`src/rtl/seven_seg_pkg.sv`:
```
// Shared constants, types and the leading-zero blanking helper for the
// four-digit seven-segment scan controller.
package seven_seg_pkg;

  localparam int unsigned DIGITS           = 4;
  localparam int unsigned NIBBLE_W         = 4;
  localparam int unsigned SEL_W            = 2;
  localparam int unsigned PRESCALE_DEFAULT = 100000;
  localparam int unsigned VALUE_W          = DIGITS * NIBBLE_W;

  typedef logic [SEL_W-1:0] sel_t;

  typedef struct packed {
    logic [VALUE_W-1:0] value;
    logic [DIGITS-1:0]  dp;
  } disp_t;

  // Digit sel is dark when it and every more-significant nibble are zero;
  // digit 0 always stays lit so a zero value still shows "0".
  function automatic logic lz_blank(input logic [VALUE_W-1:0] v, input sel_t sel);
    logic b;
    b = 1'b1;
    for (int unsigned i = 0; i < DIGITS; i++) begin
      if ((i >= 32'(sel)) && (v[i*NIBBLE_W +: NIBBLE_W] != '0)) b = 1'b0;
    end
    if (sel == '0) b = 1'b0;
    return b;
  endfunction

endpackage

```
`src/rtl/seven_seg_scan_ctrl_tick_gen.sv`:
```
// Free-running prescaler: counts 0..PRESCALE-1 and flags the terminal count.
module tick_gen
  import seven_seg_pkg::*;
#(
  parameter int unsigned PRESCALE = PRESCALE_DEFAULT
) (
  input  logic clk,
  input  logic reset,
  output logic tick
);

  localparam int unsigned CNT_W = (PRESCALE > 1) ? $clog2(PRESCALE) : 1;

  logic [CNT_W-1:0] r_cnt;

  assign tick = (r_cnt == CNT_W'(PRESCALE - 1));

  always_ff @(posedge clk) begin
    if (reset)     r_cnt <= '0;
    else if (tick) r_cnt <= '0;
    else           r_cnt <= r_cnt + CNT_W'(1);
  end

endmodule

```
`src/rtl/seven_seg_scan_ctrl.sv`:
```
// Four-digit multiplexed display scanner with frame-synchronous load commit
// and optional leading-zero blanking; all outputs are registered.
module seven_seg_scan_ctrl
  import seven_seg_pkg::*;
#(
  parameter int unsigned PRESCALE = PRESCALE_DEFAULT
) (
  input  logic                clk,
  input  logic                reset,
  input  logic                load,
  input  logic [VALUE_W-1:0]  value,
  input  logic [DIGITS-1:0]   dp_in,
  input  logic                blank_lz,
  output logic [SEL_W-1:0]    digit_sel,
  output logic [NIBBLE_W-1:0] digit_val,
  output logic                dp,
  output logic                blank,
  output logic                load_ack,
  output logic                frame_done
);

  logic  w_tick;
  logic  w_boundary;
  sel_t  w_sel_nxt;
  disp_t w_disp_nxt;
  logic  w_blank_nxt;
  logic  [NIBBLE_W-1:0] w_val_nxt;
  logic  w_dp_nxt;

  sel_t  r_sel;
  disp_t r_disp;
  disp_t r_pend;
  logic  r_pend_vld;
  logic  [NIBBLE_W-1:0] r_val;
  logic  r_dp;
  logic  r_blank;
  logic  r_load_ack;
  logic  r_frame_done;

  tick_gen #(.PRESCALE(PRESCALE)) u_tick_gen (
    .clk   (clk),
    .reset (reset),
    .tick  (w_tick)
  );

  // Digit outputs are computed from next-state sel/display so they update on
  // the same edge as digit_sel, including the frame where a load commits.
  always_comb begin
    w_boundary = w_tick && (r_sel == sel_t'(DIGITS - 1));
    w_sel_nxt  = w_tick ? r_sel + sel_t'(1) : r_sel;
    w_disp_nxt = r_disp;
    if (w_boundary) begin
      if (load)            w_disp_nxt = '{value: value, dp: dp_in};
      else if (r_pend_vld) w_disp_nxt = r_pend;
    end
    w_blank_nxt = blank_lz && lz_blank(w_disp_nxt.value, w_sel_nxt);
    w_val_nxt   = w_blank_nxt ? '0 : w_disp_nxt.value[32'(w_sel_nxt)*NIBBLE_W +: NIBBLE_W];
    w_dp_nxt    = w_blank_nxt ? 1'b0 : w_disp_nxt.dp[w_sel_nxt];
  end

  always_ff @(posedge clk) begin
    if (reset) begin
      r_sel        <= '0;
      r_disp       <= '0;
      r_pend       <= '0;
      r_pend_vld   <= 1'b0;
      r_val        <= '0;
      r_dp         <= 1'b0;
      r_blank      <= 1'b0;
      r_load_ack   <= 1'b0;
      r_frame_done <= 1'b0;
    end else begin
      r_sel        <= w_sel_nxt;
      r_disp       <= w_disp_nxt;
      r_val        <= w_val_nxt;
      r_dp         <= w_dp_nxt;
      r_blank      <= w_blank_nxt;
      r_load_ack   <= w_boundary && (load || r_pend_vld);
      r_frame_done <= w_boundary;
      if (w_boundary) begin
        r_pend_vld <= 1'b0;
      end else if (load) begin
        r_pend     <= '{value: value, dp: dp_in};
        r_pend_vld <= 1'b1;
      end
    end
  end

  assign digit_sel  = r_sel;
  assign digit_val  = r_val;
  assign dp         = r_dp;
  assign blank      = r_blank;
  assign load_ack   = r_load_ack;
  assign frame_done = r_frame_done;

endmodule

```
`config.mk`:
```
export PLATFORM = sky130hd
export DESIGN_NAME = seven_seg_scan_ctrl
export DESIGN_NICKNAME = d
export VERILOG_FILES = /design/src/rtl/seven_seg_pkg.sv /design/src/rtl/seven_seg_scan_ctrl_tick_gen.sv /design/src/rtl/seven_seg_scan_ctrl.sv
export SDC_FILE = /design/constraint.sdc
export NUM_CORES = 1
export LEC_CHECK = 0
export ABC_CLOCK_PERIOD_IN_PS = 4900
export CAP_MARGIN = 20
export CORE_MARGIN = 1
export CORE_UTILIZATION = 35
export CTS_CLUSTER_SIZE = 20
export DETAILED_ROUTE_END_ITERATION = 10
export PLACE_DENSITY = 0.52
export REMOVE_ABC_BUFFERS = 1
export SLEW_MARGIN = 20
export SYNTH_ARGS = -nofsm -noshare
export SYNTH_HDL_FRONTEND = slang
export SYNTH_HIERARCHICAL = 1
export SYNTH_SLANG_ARGS = --single-unit
```
`constraint.sdc`:
```
create_clock -name clk -period 4.9 [get_ports clk]
set_input_delay 1.47 -clock clk [delete_from_list [all_inputs] [get_ports clk]]
set_output_delay 1.47 -clock clk [all_outputs]
set_load 0.02 [all_outputs]
```
# Word level (Yosys, flattened, before mapping)
# Index checks and enable logic that the tools add are counted.
[word_totals]
out_inout_bits = 10
regBits = 68
wordCells = 49
[classes]
n_mux = 11
shifts = 1
n_addsub = 2
reduce_logical = 16
n_lt_le_gt_ge = 4
bitwise = 1
n_eq_ne = 2
[ops]
columns = ["op", "count"]
rows = [
  ["two-way mux 20 bit", 3],
  ["adder 17 x 1 -> 17 bit (second input constant)", 1],
  ["== test 17 bit (second input constant)", 1],
  ["nonzero test 4 bit", 4],
  ["variable part select 16 x 5 -> 4 bit", 1],
  ["logical AND 1 bit", 6],
  ["two-way mux 1 bit", 6],
  ["OR reduction 2 bit", 3],
  ["greater-or-equal comparator 1 x 2 -> 1 bit (first input constant)", 2],
  ["less-than comparator 2 x 3 -> 1 bit (second input constant)", 1],
  ["adder 2 x 1 -> 2 bit (second input constant)", 1],
  ["binary-select mux 1 bit (select 2 bit)", 1],
  ["== test 2 bit (second input constant)", 1],
  ["greater-or-equal comparator 2 bit (first input constant)", 1],
  ["zero test 2 bit", 1],
  ["two-way mux 2 bit", 1],
  ["AND reduction 2 bit", 1],
  ["logical OR 1 bit", 1],
  ["NOT 1 bit", 1],
]

# Longest topological paths before layout
# Gate-level depths: netlist of the first run.
[logic_depth]
ltp_word = 12
mapped_depth = 13
mapped_depth_nobuf = 10

# Cells and area by module
# The synthesis of the first run kept the hierarchy.
[by_module_without_submodules]
columns = ["module", "cells_each", "instances", "area_each_um2", "seq_area_each_um2"]
rows = [
  ["seven_seg_scan_ctrl", 285, 1, 2368.5, 1021.0],
  ["tick_gen", 88, 1, 797.0, 340.3],
]

# Least setup slack after synthesis of the first run
# No wires, ideal clock.
[synth_path]
path_type = "input-to-reg"
startpoint = "input load"
endpoint = "register r_dp (netlist: dp)"
path_stages = 6
required_time_ps = 4755
path_slack_ps = 2259
n_path_buf = 0
arrival_ps = 2496
path_cell_list = "inv_1 > nor2_1 > a221o_1 > o31ai_1 > and4_4 > a2111oi_4"
[synth_between]
elab_chain_len = 11
elab_cells_between_ends = 18
cone_classes = "9 x mux; 9 x reduce/logical"
[synth_lines]
columns = ["element", "line_no", "text"]
rows = [
  ["start, declared", "seven_seg_scan_ctrl.sv:10", "input logic load,"],
  ["two-way mux 20 bit (*)", "seven_seg_scan_ctrl.sv:53", "if (load) w_disp_nxt = '{value: value, dp: dp_in};"],
  ["two-way mux 20 bit (*)", "seven_seg_scan_ctrl.sv:52", "if (w_boundary) begin"],
  ["nonzero test 4 bit", "seven_seg_pkg.sv:24", "if ((i >= 32'(sel)) && (v[i*NIBBLE_W +: NIBBLE_W] != '0)) b = 1'b0;"],
  ["logical AND 1 bit", "seven_seg_pkg.sv:24", ""],
  ["two-way mux 1 bit (4 in a row)", "seven_seg_pkg.sv:24", ""],
  ["two-way mux 1 bit", "seven_seg_pkg.sv:26", "if (sel == '0) b = 1'b0;"],
  ["logical AND 1 bit", "seven_seg_scan_ctrl.sv:56", "w_blank_nxt = blank_lz && lz_blank(w_disp_nxt.value, w_sel_nxt);"],
  ["OR reduction 2 bit (no source line)", "n/a", ""],
  ["end signal, assigned", "seven_seg_scan_ctrl.sv:76", "r_dp <= w_dp_nxt;"],
  ["end, declared", "seven_seg_scan_ctrl.sv:35", "logic r_dp;"],
]
# Mark *: on every way between the ends. The rest lies on a longest branch, timed or not. The select of a mux whose other input is x is not followed.
# A chain may end at the register's enable or synchronous reset.

# Worst setup path after layout of the first run
# Same ends and word-level chain as after synthesis.

==> results of run 1 <==
==> critical path: cells and delay by family <==
family | cells | cell delay (ns)
AND/OR/NAND/NOR | 2 | 0.50
buffers and inverters | 3 | 0.98
AO/OA/AOI/OAI | 3 | 0.63
==> registers in the layout, summed over array words and instances, names as in the netlist <==
name / count
dp: 1
r_disp: 20
digit_val: 4
frame_done: 1
r_pend: 20
load_ack: 1
u_tick_gen/r_cnt: 17
digit_sel: 2
r_pend_vld: 1
blank: 1
==> metrics by stage <==
step / cell area, um2 / hold slack (ns) / setup slack, ns / total power [mW]
after CTS: 3694 / 0.4563 / 1.547 / 1.170
after global routing: 3694 / 0.4741 / 1.355 / 1.201
final: 3694 / 0.4564 / 1.509 / 1.152
after detailed placement: 3480 / 0.4460 / 1.186 / 0.6611
after global placement: 3480 / 0.4396 / 1.196 / 0.6601
after floorplan: 2974 / 0.4251 / 1.785 / 0.6159
==> layout by cell type (no fill, tap or decap), types with 2 or more instances in the layout <==
cell type and n:
nor2_1 51, o31ai_1 4, bufinv_16 2, nor3_1 9
inv_1 6, a221oi_1 5, and3_1 2, clkinv_4 2
clkdlybuf4s50_1 32, nand3_2 2, nor2b_1 5, buf_4 6
clkbuf_8 9, nand2_1 47, nand2b_1 5, nor4_1 4
a21o_1 6, o22ai_1 22, dfxtp_1 68, mux2_2 3
nand3_1 7, nand3b_1 2, nand4_1 7, mux2i_1 2
o21ai_0 6, a211oi_1 6, or4_1 2, a21oi_1 34
ha_1 2, xor2_1 5, xnor2_1 9, a31oi_1 3
==> synth_stat cells, types with 3 or more instances <==
library cell | count | area [um2]
nand3_1 | 7 | 35.03
o21ai_0 | 6 | 30.03
buf_2 | 6 | 30.03
xnor2_1 | 9 | 78.83
a21oi_1 | 34 | 170.2
nand2_1 | 47 | 176.4
mux2_2 | 3 | 33.78
nor3_1 | 9 | 45.04
nor4_1 | 4 | 25.02
o31ai_1 | 4 | 30.03
a221oi_1 | 5 | 43.79
a31oi_1 | 3 | 18.77
xor2_1 | 5 | 43.79
buf_6 | 6 | 67.56
nand4_1 | 7 | 43.79
inv_1 | 6 | 22.52
buf_4 | 3 | 22.52
nor2_1 | 51 | 191.4
o22ai_1 | 22 | 137.6
a211oi_1 | 6 | 45.04
dfxtp_1 | 68 | 1361
nand2b_1 | 5 | 31.28
clkbuf_1 | 11 | 41.29
a21o_1 | 6 | 45.04
nor2b_1 | 5 | 31.28
==> where the power goes <==
group	switching [mW]	internal (mW)	leakage [nW]
logic	0.0394	0.0334	0.627
registers	0.0114	0.564	0.552
clock network	0.219	0.284	0.105
==> cell type report <==
type | instances | area [um2] | area share
multi-input combinational | 271 | 1590 | 0.4306
sequential | 68 | 1361 | 0.3686
timing repair buffer | 39 | 370.4 | 0.1003
tap | 108 | 135.1 | 0.03659
clock buffer | 9 | 123.9 | 0.03354
clock inverter | 6 | 90.09 | 0.02439
inverter | 6 | 22.52 | 0.006098
==> worst max path at each step <==
stage,cells after the start,slack [ns],end,startpoint
finish,8,1.51,dp,load
global route,8,1.36,dp,load
CTS,8,1.55,dp,load
detailed placement,8,1.19,dp,load
global placement,8,1.20,dp,load
floorplan,9,1.79,dp,u_tick_gen/r_cnt[0]
==> layer usage <==
metal / part of all wire / up-vias / wire, um / global-route usage
met5: 0 / - / 0 / 0
met4: 0.015 / 0 / 118 / 0.07233
met3: 0.045 / 9 / 351 / 0.03453
met2: 0.44 / 59 / 3454 / 0.2692
met1: 0.50 / 1271 / 3913 / 0.2390
li1: - / 1362 / - / -
==> kinds of logic after synthesis <==
family	share of synthesized area
compound gates	0.1968
flops	0.4300
xor+xnor	0.03874
buf+inv	0.06759
simple gates	0.2419
fa+ha+maj	0.007904
mux	0.01700
==> results.md, run 1 <==
* Setup Buffers After CTS at 0
* Die span in x at 97.10 um
* Crit path max fanout at 15
* Setup crit end kind: flip-flop
* Total track usage at 0.1749
* Port buffer count at 33
* Core box area at 8721 um2
* Root Buffer: clkbuf_8
* CTS tree: done
* CTS sink cnt at 68
* Resized Gates After CTS at 0
* Antenna Cells at 0
* Mapped Cells at 373
* Beginning of the worst hold path: r_pend[19]
* Max Fclk at 294.9 MHz
* Crit path DAT at 3.59 ns
* Die area at 9428 um2
* Avg WL per Cell at 15.46 um
* Seq/Total Area, Yosys at 0.4300
* Reg2Reg Depth at 10
* Status: complete, no violations
* Post-DP HPWL at 5267 um
* Die height at 97.10 um
* FP Rows at 34
* Worst setup path category: in -> reg
* Iter 0 DRT Violations at 149
* Vias/cell at 5.327
* Final Hold Fails at 0
* CTS Buf Count at 9
* Distinct cell type count of the synthesized netlist at 53
* Startpoint types: input port
* FILL cells at 888
* Max-cap violations at 0
* Flops & latches, synth at 68
* Mean Syn Cell Area at 8.487 um2
* DP Cell Count at 492
* Area Overhead vs Synth at 16.68%
* Max stage delay on crit path at 0.40 ns
* Worst VDD drop at 141.4 uV
* Post-Syn Area at 3166 um2
* Reg clk slew, reported paths at 0.07 ns
* Critical Path RT at 5.09 ns
* Clk_skew at 0.01131 ns
* Clock tree buffer depth at 2
* Final max-slew violation count at 0
* RSZ-0062 raised after global routing: false
* Initial Utilization at 0.3630
* Final Cycle Share at 0.6920
* Via count at 2701
* Hold depth at 2
* Total Wirelength at 7839 um
* Drt first pass iters at 4
* Endpoints failing setup at 0
* Cts hold-fix bufs at 0
* # DRC at 0
* Slowest-stage cell, CP: clkdlybuf4s50_1
* Post-route minimum period at 3.391 ns
* Async S/R FF share, synth at 0
* Share of cells above drive strength 1 at 0.09023
* RR Startpoint: u_tick_gen/r_cnt[0]
* Setup TNS Final at 0 ns
* Largest net degree at the start of global routing at 34
* Leak at 1.285 nW
* P per Cell Area at 311.9 nW/um2
* Hold endpoint: r_pend[19]
* Global-route wire length before repair at 13190 um
* Post-synth EDFFs at 0
* Antenna-violating nets left at 0
* Tightest Pin Transition at 0.8600 ns
* R2r setup slk at 1.71 ns
* Reg-to-Reg End: dp
* Relative slew slack at 0.4259
* Cell Count, Final, Fillers Out at 507
* Initial antenna violation count at 0
* Layout Utilization at 0.4235
* GPL Wtd Cong at 0.7679
* Fin nets at 421
* Vias in the first global route at 2630
* Main synth FF type: dfxtp_1
* IO Pins at 34
* Critical-path cell list: clkdlybuf4s50_1 > buf_4 > inv_1 > nor2_1 > a221o_1 > o31ai_1 > and4_4 > a2111oi_4
* Clock Latency Late Sink at 0.34 ns
* Total congestion overflow at 0
* YS warnings at 6
* H-tree levels at 3
* Tightest Hold Check Type: reg -> reg
(Power assumes the default switching activity.)
==> inputs of run 2 (changes only) <==
--- a/config.mk
+++ b/config.mk
@@ -5,7 +5,7 @@
 export SDC_FILE = /design/constraint.sdc
 export NUM_CORES = 1
 export LEC_CHECK = 0
-export ABC_CLOCK_PERIOD_IN_PS = 4900
+export ABC_CLOCK_PERIOD_IN_PS = 3250
 export CAP_MARGIN = 20
 export CORE_MARGIN = 1
 export CORE_UTILIZATION = 35
==> constraint.sdc (replaced) <==
create_clock -name clk -period 3.25 [get_ports clk]
set_input_delay 0.975 -clock clk [delete_from_list [all_inputs] [get_ports clk]]
set_output_delay 0.975 -clock clk [all_outputs]
set_load 0.02 [all_outputs]
==> results.md, run 2 (synthesized netlist as in run 1, its figures left out) <==
* Share of cells above drive strength 1 at 0.1100 (was 0.09023)
* Critical Path RT at 3.48 ns (was 5.09 ns)
* Area Overhead vs Synth at 18.22% (was 16.68%)
* Total congestion overflow at 0 (unchanged)
* Vias in the first global route at 2681 (was 2630)
* Leak at 1.325 nW (was 1.285 nW)
* IO Pins at 34 (unchanged)
* Reg clk slew, reported paths at 0.06 ns (was 0.07 ns)
* Port buffer count at 33 (unchanged)
* Top Registers: r_disp x20, r_pend x20, u_tick_gen/r_cnt x17 (unchanged)
* Fin area at 3742 um2 (was 3694 um2)
* Die span in x at 97.10 um (unchanged)
* Sequential cell area at 1361 um2 (unchanged)
* GPL Wtd Cong at 0.8111 (was 0.7679)
* CTS tree: done (unchanged)
* Multi-input logic area at 1590 um2 (unchanged)
* Top cell by count, worst path: nor2_1
* Final Hold Fails at 0 (unchanged)
* Tightest Pin Transition at 0.4919 ns (was 0.8600 ns)
* Root Buffer: clkbuf_8 (unchanged)
* Crit path max fanout at 13 (was 15)
* Max-cap violations at 0 (unchanged)
* FP Rows at 34 (unchanged)
* Status: complete, no violations (unchanged)
* Iter 0 DRT Violations at 108 (was 149)
* Tightest Hold Check Type: reg -> reg (unchanged)
* Die area at 9428 um2 (unchanged)
* Relative slew slack at 0.6721 (was 0.4259)
* Initial antenna violation count at 0 (unchanged)
* Max Fclk at 350.9 MHz
* Worst setup path category: reg -> reg (was in -> reg)
* FILL cells at 880 (was 888)
* H-tree levels at 3 (unchanged)
* Antenna-violating nets left at 0 (unchanged)
* Clock tree buffer depth at 2 (unchanged)
* WP buf/inv at 1 (was 3)
* Fin nets at 431 (was 421)
* Final Cycle Share at 0.8769
* Delay-heaviest family, CP: simple AND/OR/NAND/NOR gates (was buffers and inverters)
* Global-route wire length before repair at 13210 um (was 13190 um)
* Post-route minimum period at 2.850 ns
* Cts hold-fix bufs at 0 (unchanged)
* Setup TNS Final at 0 ns (unchanged)
* DP Cell Count at 502 (was 492)
* Clk_skew at 0.006049 ns (was 0.01131 ns)
* Crit path DAT at 3.08 ns (was 3.59 ns)
* CTS sink cnt at 68 (unchanged)
* P per Cell Area at 437.2 nW/um2 (was 311.9 nW/um2)
* Leading cell types in the layout, fill and taps excluded: 68 x dfxtp_1, 51 x nor2_1, 47 x nand2_1 (unchanged)
* Endpoints failing setup at 0 (unchanged)
* Post-DP HPWL at 5440 um (was 5267 um)
* Most common cell after layout, fill and taps aside: dfxtp_1 (unchanged)
* Total track usage at 0.1742 (was 0.1749)
* Max stage delay on crit path at 0.39 ns (was 0.40 ns)
* Largest net degree at the start of global routing at 24 (was 34)
* Via count at 2729 (was 2701)
* CTS Buf Count at 9 (unchanged)
* Slowest-stage cell, CP: nor2_1 (was clkdlybuf4s50_1)
* Resized Gates After CTS at 0 (unchanged)
* Initial Utilization at 0.3630 (unchanged)
* Setup Buffers After CTS at 0 (unchanged)
* Setup crit end kind: flip-flop (unchanged)
* Drt first pass iters at 4 (unchanged)
* RSZ-0062 raised after global routing: false (unchanged)
* Final max-slew violation count at 0 (unchanged)
* Vias/cell at 5.279 (was 5.327)
* Worst VDD drop at 248.3 uV (was 141.4 uV)
* DP Area at 3555 um2 (was 3480 um2)
* Worst hold margin at 0.4540 ns (was 0.4564 ns)
* Total Wirelength at 7759 um (was 7839 um)
* Antenna Cells at 0 (unchanged)
* Critical-path cell list: ha_1 > nand4_1 > nor2_1 > and3_1 > buf_4 > nand2_4 > nor2_1 > a221oi_1 > mux2i_1 > nor2_1 > a2111oi_4 (was clkdlybuf4s50_1 > buf_4 > inv_1 > nor2_1 > a221o_1 > o31ai_1 > and4_4 > a2111oi_4)
* Core box area at 8721 um2 (unchanged)
* Cell Count, Final, Fillers Out at 517 (was 507)
* Die height at 97.10 um (unchanged)
* # DRC at 0 (unchanged)
* Startpoint types: flip-flop (was input port)
* Clock Latency Late Sink at 0.33 ns (was 0.34 ns)
* Avg WL per Cell at 15.01 um (was 15.46 um)
==> run 2: cell count changes in the layout (fill, tap and decap cells not counted), sizes merged <==
cell and delta:
bufinv -2, clkinv -2, clkinvlp -1, clkbuf +5, buf +10
==> run 2: worst min-delay path: cells and delay by family, from the launching register on <==
family / cells / cell delay, ns
AOI/OAI and AO/OA: 1 / 0.05
and+or+nand+nor: 1 / 0.05
DFF: 1 / 0.31
==> run 2: cell type report <==
class / count / share of cell area
multi-input combinational: 271 / 0.4249
sequential: 68 / 0.3638
timing repair buffer: 49 / 0.1190
clock buffer: 14 / 0.04881
tap: 108 / 0.03611
inverter: 6 / 0.006018
clock inverter: 1 / 0.001337
==> run 2: final timing paths <==
kind	startpoint	end	slack (ns)	depth (start not counted)
hold / removal	r_pend[19]	r_pend[19]	0.45	2
setup / recovery	u_tick_gen/r_cnt[0]	dp	0.40	11
hold reg to reg	r_pend[19]	r_pend[19]	0.45	2
setup reg to reg	u_tick_gen/r_cnt[0]	dp	0.40	11
==> run 2: metal layers <==
| layer | wire (um) | track usage |
|---|---|---|
| met1 | 3580 | 0.2148 |
| met5 | 0 | 0 |
| met2 | 3712 | 0.2904 |
| met3 | 347 | 0.04964 |
| met4 | 118 | 0.05970 |
==> run 2: power breakdown <==
| part | leakage, nW | switching [mW] | total (mW) | internal (mW) |
|---|---|---|---|---|
| clock | 0.0986 | 0.298 | 0.654 | 0.356 |
| combinational | 0.675 | 0.0638 | 0.118 | 0.0541 |
| sequential | 0.552 | 0.0137 | 0.864 | 0.851 |
| total | 1.33 | 0.375 | 1.64 | 1.26 |
==> run 2: per-stage QoR <==
step | worst slack [ns] | util | total power [mW]
2_1_floorplan | 0.1351 | - | 0.9285
3_3_place_gp | 0.2372 | 0.4076 | 1.001
3_5_place_dp | 0.1873 | 0.4076 | 1.002
4_1_cts | 0.3699 | 0.4291 | 1.661
5_1_grt | 0.07352 | 0.4291 | 1.708
6_report | 0.4002 | 0.4291 | 1.636
